--- config.mk ---
export PLATFORM = sky130hd
export DESIGN_NAME = mano_ctrl_seq
export DESIGN_NICKNAME = d
export VERILOG_FILES = /design/src/rtl/mano_ctrl_pkg.sv /design/src/rtl/mano_seq_counter.sv /design/src/rtl/mano_ctrl_seq.sv
export SDC_FILE = /design/constraint.sdc
export NUM_CORES = 1
export LEC_CHECK = 0
export BUFFER_PORTS_ARGS = -buffer_cell sky130_fd_sc_hd__buf_2
export CAP_MARGIN = 20
export CORE_UTILIZATION = 49
export CTS_CLUSTER_SIZE = 28
export DETAILED_ROUTE_END_ITERATION = 12
export PLACE_DENSITY = 0.9
export SYNTH_ARGS = -nofsm -noshare
export SYNTH_HDL_FRONTEND = slang
export SYNTH_SLANG_ARGS = --single-unit
--- constraint.sdc ---
create_clock -name CLK -period 4.4 [get_ports CLK]
set_input_delay 0.44 -clock CLK [delete_from_list [all_inputs] [get_ports CLK]]
set_output_delay 0.44 -clock CLK [all_outputs]
set_load 0.1 [all_outputs]
--- src/rtl/mano_ctrl_pkg.sv ---
// Shared encodings for the Mano basic-computer control sequencer.
package mano_ctrl_pkg;

   // Memory-reference opcodes, IR[14:12]; 7 selects register/IO instructions.
   localparam logic [2:0] OP_AND = 3'd0;
   localparam logic [2:0] OP_ADD = 3'd1;
   localparam logic [2:0] OP_LDA = 3'd2;
   localparam logic [2:0] OP_STA = 3'd3;
   localparam logic [2:0] OP_BUN = 3'd4;
   localparam logic [2:0] OP_BSA = 3'd5;
   localparam logic [2:0] OP_ISZ = 3'd6;
   localparam logic [2:0] OP_RRI = 3'd7;

   // Common-bus source select.
   localparam logic [2:0] BUS_NONE = 3'd0;
   localparam logic [2:0] BUS_AR   = 3'd1;
   localparam logic [2:0] BUS_PC   = 3'd2;
   localparam logic [2:0] BUS_DR   = 3'd3;
   localparam logic [2:0] BUS_AC   = 3'd4;
   localparam logic [2:0] BUS_IR   = 3'd5;
   localparam logic [2:0] BUS_MEM  = 3'd7;

   // ALU function feeding AC.
   localparam logic [1:0] ALU_NONE = 2'd0;
   localparam logic [1:0] ALU_AND  = 2'd1;
   localparam logic [1:0] ALU_ADD  = 2'd2;
   localparam logic [1:0] ALU_XFER = 2'd3;

endpackage

--- src/rtl/mano_seq_counter.sv ---
// Sequence counter SC with synchronous reset, increment, clear-to-zero,
// and one-hot timing decode T[sc].
module mano_seq_counter #(
   parameter int SC_W = 4
) (
   input  logic                 clk,
   input  logic                 rst,
   input  logic                 clr,
   input  logic                 inc,
   output logic [SC_W-1:0]      sc,
   output logic [(2**SC_W)-1:0] t
);

   // Count register: reset and clear both return to T0; clear wins over inc.
   always_ff @(posedge clk) begin
      if (rst)      sc <= '0;
      else if (clr) sc <= '0;
      else if (inc) sc <= sc + 1'b1;
   end

   // One-hot timing decode.
   always_comb begin
      t     = '0;
      t[sc] = 1'b1;
   end

endmodule

--- src/rtl/mano_ctrl_seq.sv ---
// Mano basic-computer control sequencer: fetch, decode, indirect and the
// memory-reference instruction micro-ops, plus HLT.
module mano_ctrl_seq
   import mano_ctrl_pkg::*;
#(
   parameter int SC_W = 4
) (
   input  logic                 CLK,
   input  logic                 CLR,
   input  logic [15:0]          IR,
   input  logic                 dr_zero,
   output logic [SC_W-1:0]      sc,
   output logic [(2**SC_W)-1:0] t,
   output logic [2:0]           bus_sel,
   output logic                 ar_ld,
   output logic                 ar_inc,
   output logic                 pc_ld,
   output logic                 pc_inc,
   output logic                 dr_ld,
   output logic                 dr_inc,
   output logic                 ir_ld,
   output logic                 ac_ld,
   output logic [1:0]           alu_op,
   output logic                 mem_wr,
   output logic                 halted
);

   localparam int T_W = 2**SC_W;

   logic [2:0]     d_q;
   logic           i_q;
   logic [T_W-1:0] t_raw;
   logic           sc_clr;
   logic           hlt;
   logic           active;

   // Only IR[15:12] and IR[0] steer this block.
   logic unused_ir;
   assign unused_ir = ^IR[11:1];

   assign active = !CLR && !halted;

   mano_seq_counter #(.SC_W(SC_W)) u_sc (
      .clk (CLK),
      .rst (CLR),
      .clr (sc_clr),
      .inc (!halted),
      .sc  (sc),
      .t   (t_raw)
   );

   assign t = halted ? '0 : t_raw;

   // Decode latch at T2 and the halt (inverted S) flip-flop.
   always_ff @(posedge CLK) begin
      if (CLR) begin
         d_q    <= 3'd0;
         i_q    <= 1'b0;
         halted <= 1'b0;
      end else begin
         if (active && t_raw[2]) begin
            d_q <= IR[14:12];
            i_q <= IR[15];
         end
         if (hlt) halted <= 1'b1;
      end
   end

   // Micro-op decode: every strobe comes from (T, D, I) and is quiet in reset/halt.
   always_comb begin
      bus_sel = BUS_NONE;
      ar_ld   = 1'b0;
      ar_inc  = 1'b0;
      pc_ld   = 1'b0;
      pc_inc  = 1'b0;
      dr_ld   = 1'b0;
      dr_inc  = 1'b0;
      ir_ld   = 1'b0;
      ac_ld   = 1'b0;
      alu_op  = ALU_NONE;
      mem_wr  = 1'b0;
      sc_clr  = 1'b0;
      hlt     = 1'b0;
      if (active) begin
         if (t_raw[0]) begin
            bus_sel = BUS_PC;
            ar_ld   = 1'b1;
         end else if (t_raw[1]) begin
            bus_sel = BUS_MEM;
            ir_ld   = 1'b1;
            pc_inc  = 1'b1;
         end else if (t_raw[2]) begin
            bus_sel = BUS_IR;
            ar_ld   = 1'b1;
         end else if (t_raw[3]) begin
            if (d_q != OP_RRI) begin
               if (i_q) begin
                  bus_sel = BUS_MEM;
                  ar_ld   = 1'b1;
               end
            end else begin
               // HLT only for a direct RRI with IR[0]; everything else is a NOP.
               hlt    = !i_q && IR[0];
               sc_clr = 1'b1;
            end
         end else if (t_raw[4]) begin
            case (d_q)
               OP_AND, OP_ADD, OP_LDA, OP_ISZ: begin
                  bus_sel = BUS_MEM;
                  dr_ld   = 1'b1;
               end
               OP_STA: begin
                  bus_sel = BUS_AC;
                  mem_wr  = 1'b1;
                  sc_clr  = 1'b1;
               end
               OP_BUN: begin
                  bus_sel = BUS_AR;
                  pc_ld   = 1'b1;
                  sc_clr  = 1'b1;
               end
               OP_BSA: begin
                  bus_sel = BUS_PC;
                  mem_wr  = 1'b1;
                  ar_inc  = 1'b1;
               end
               default: sc_clr = 1'b1;
            endcase
         end else if (t_raw[5]) begin
            sc_clr = 1'b1;
            case (d_q)
               OP_AND: begin alu_op = ALU_AND;  ac_ld = 1'b1; end
               OP_ADD: begin alu_op = ALU_ADD;  ac_ld = 1'b1; end
               OP_LDA: begin alu_op = ALU_XFER; ac_ld = 1'b1; end
               OP_BSA: begin bus_sel = BUS_AR;  pc_ld = 1'b1; end
               OP_ISZ: begin dr_inc = 1'b1;     sc_clr = 1'b0; end
               default: ;
            endcase
         end else if (t_raw[6]) begin
            sc_clr = 1'b1;
            if (d_q == OP_ISZ) begin
               bus_sel = BUS_DR;
               mem_wr  = 1'b1;
               pc_inc  = dr_zero;
            end
         end else begin
            // T7 and above are never reached in normal flow; fall back to T0.
            sc_clr = 1'b1;
         end
      end
   end

endmodule
==> results.json <==
{
  "grt_first_pass_wirelength_mm": 4.229,
  "first_iter_violations": 18,
  "synth_area_leader_cell": "dfxtp_1",
  "place_inst": 197,
  "ys.warnings.count": 0,
  "yosysMostFrequentCell": "nor2_1",
  "p_seq_share_pct": 19.0,
  "p_per_area_nw_per_um2": 455.8,
  "min_path_type": "primary input to register",
  "ctsHoldBuffers": 0,
  "use_met2_pct": 39.67,
  "die_h_um": 48.45,
  "irDropWorstVdd_mv": 0.3139,
  "fill_cells": 186,
  "synth_seq_area_share_pct": 17.04,
  "drv_slew": 0,
  "critPathMaxStageDelay_ps": 460,
  "post_drt_wl_per_cell_um": 13.40,
  "hold_violations": 0,
  "arrival_ps": 2430,
  "synth-edff-count": 0,
  "ys_ff_latch": 9,
  "synth.distinct_cells": 44,
  "crit_chain": "inv_1 > ha_1 > o21ai_0 > nand3b_1 > nor4b_2 > buf_2",
  "groute.usage.overall_pct": 22.77,
  "antenna_found_initial": 0,
  "syn_nets": 166,
  "busiest_layer": "met2",
  "synth-async-reset-ratio_pct": 0,
  "clkPwrFrac_pct": 11.1,
  "design.portCount": 54,
  "design_area_um2": 1264,
  "setup_tns_ps": 0,
  "synth_area_um2": 1057,
  "dp_hpwl_mm": 2.038,
  "grt_pass1_vias": 920,
  "grt_overflow": 0,
  "drv_cap": 0,
  "path_max_fanout": 12,
  "cts_setup_buffers": 0,
  "numCtsBuffers": 3,
  "core_um2": 2002,
  "ant_nets": 0,
  "rsz0062_at_grt": "false",
  "status": "finished clean",
  "synth_ff_type": "dfxtp_1",
  "yosys-top-cells-count": "nor2_1, and2_1, a21oi_1, dfxtp_1, nor3_1",
  "final_cells": 201,
  "synthTopCellsByArea": "dfxtp_1, ha_1, and2_1, nor2_1, nor3_2",
  "cp.required_ps": 3960,
  "whs_ps": 401.0,
  "place_congestion": 0.8836,
  "end_kind": "primary output",
  "p_int_mw": 0.2131,
  "layout.nets": 202,
  "cp-start-kind": "register",
  "path_clk_slew_ps": 60,
  "drc": 0,
  "crit_buf_inv": 2,
  "leakagePower_nw": 0.5963,
  "root_buffer": "clkbuf_4",
  "clock_skew_ps": 1.782,
  "cp_slowest_cell": "buf_2",
  "die_x_um": 48.45,
  "placed_area_um2": 1237,
  "portBuffers": 42,
  "syn2layout_area_growth_pct": 19.53,
  "htree_levels": 1,
  "p_switching_mw": 0.3629,
  "cts.path.max_buffers": 2,
  "min_period_ps": 2866,
  "wl_mm": 2.693,
  "cts.sinks": 9,
  "post_cts_resized": 0,
  "routed_via_density": 5.632,
  "rows": 16,
  "avgSynthCellArea_um2": 7.606,
  "dieArea_um2": 2347,
  "cts_tree": "done",
  "min_period_over_period_pct": 65.13,
  "synth_cells": 139,
  "n_antenna_cell": 0,
  "criticalPathCategory": "register to primary output",
  "fmax_mhz": 349.0,
  "critPathTopFamily": "buffers and inverters",
  "p_comb_share_pct": 69.9,
  "dr.pass1.iters": 4,
  "clk_latency_ps": 260,
  "vias": 1132,
  "p_sw_share_pct": 63.01,
  "setup_viol": 0,
  "layout-drive-gt1-share_pct": 33.91,
  "grt_max_degree": 17,
  "grtUsageMet3_pct": 5.346,
  "slew_headroom_pct": 63.88,
  "tightest_slew_ps": 541.1,
  "synth.top_cell.area_share_pct": 17.04,
  "initial_core_util_pct": 52.81,
  "met1_usage_pct": 28.21
}
==> metrics by stage <==
stage | power, mW | util (%) | worst slack, ps
2_1_floorplan | 0.4594 | - | -118.4
3_3_place_gp | 0.5044 | 61.81 | 1871
3_5_place_dp | 0.5124 | 61.81 | 1835
4_1_cts | 0.5761 | 63.13 | 1548
5_1_grt | 0.6052 | 63.13 | 1363
6_report | 0.5760 | 63.13 | 1534
==> layer usage <==
metal,vias up,wire length (um)
met5,-,0
met4,0,8
met3,4,173
met2,40,1347
met1,534,1163
li1,554,-
==> area by class of cell <==
class                   instances  area, um2  share of cell area (%)
repair buffers                 42      210.2                   16.63
flip-flops and latches          9      180.2                   14.26
well taps                      27      33.78                   2.673
clock buffers                   4      26.28                   2.079
inverters                       6      22.52                   1.782
multi-input cells             113      790.8                   62.57
==> flip-flops by register name, indices dropped and copies added, names as in the netlist <==
name     count
u_sc.sc      4
d_q          3
halted       1
i_q          1
==> power groups by stage <==
stage | Combinational, mW | Clock, mW | Sequential (mW)
4_1_cts | 0.402 | 0.0650 | 0.110
3_3_place_gp | 0.395 | 0 | 0.110
6_report | 0.403 | 0.0640 | 0.109
2_1_floorplan | 0.316 | 0 | 0.143
5_1_grt | 0.421 | 0.0718 | 0.112
3_5_place_dp | 0.401 | 0 | 0.111
==> path summary, 6_finish.rpt <==
path	cells after the start	startpoint	endpoint	slack, ps
min	3	IR[13]	d_q[1]$_SDFFE_PP0P_	400
max	6	u_sc.sc[1]$_SDFFE_PP0N_	pc_ld	1530
min reg2reg	2	i_q$_SDFFE_PP0P_	i_q$_SDFFE_PP0P_	560
max reg2reg	6	u_sc.sc[0]$_SDFFE_PP0N_	u_sc.sc[2]$_SDFFE_PP0N_	2460
==> layout by cell type, fill, tap and decap left out, drive strengths merged, types with 3 or more instances in the layout <==
| cell | synthesis | routed |
|---|---|---|
| inv | 6 | 6 |
| a21oi | 9 | 9 |
| and2 | 14 | 14 |
| nor2 | 16 | 16 |
| clkbuf | 3 | 4 |
| buf | 8 | 42 |
| nor3 | 14 | 14 |
| mux2i | 3 | 3 |
| ha | 8 | 8 |
| nor3b | 3 | 3 |
| nand2b | 3 | 3 |
| xor2 | 3 | 3 |
| dfxtp | 9 | 9 |
| nand2 | 6 | 6 |
| o21ai | 5 | 5 |
==> cell families (layout without fill, tap and decap cells) <==
logic type	after synthesis	after routing	synth area share, %
XOR/XNOR	3	3	2.486
multiplexers	4	4	3.905
buffers and inverters	17	52	8.638
AND/OR/NAND/NOR	74	74	44.02
flip-flops	9	9	17.04
AO/OA/AOI/OAI	24	24	14.44
adder cells (fa/ha/maj)	8	8	9.468
==> worst register-to-register path, delay by kind of cell (launching register included) <==
kind            cells  cell delay (ps)
simple gates        3              850
flops               1              360
buf+inv             1              100
fa+ha+maj           1              450
compound gates      1              100
Power figures use the tool's default switching activity.
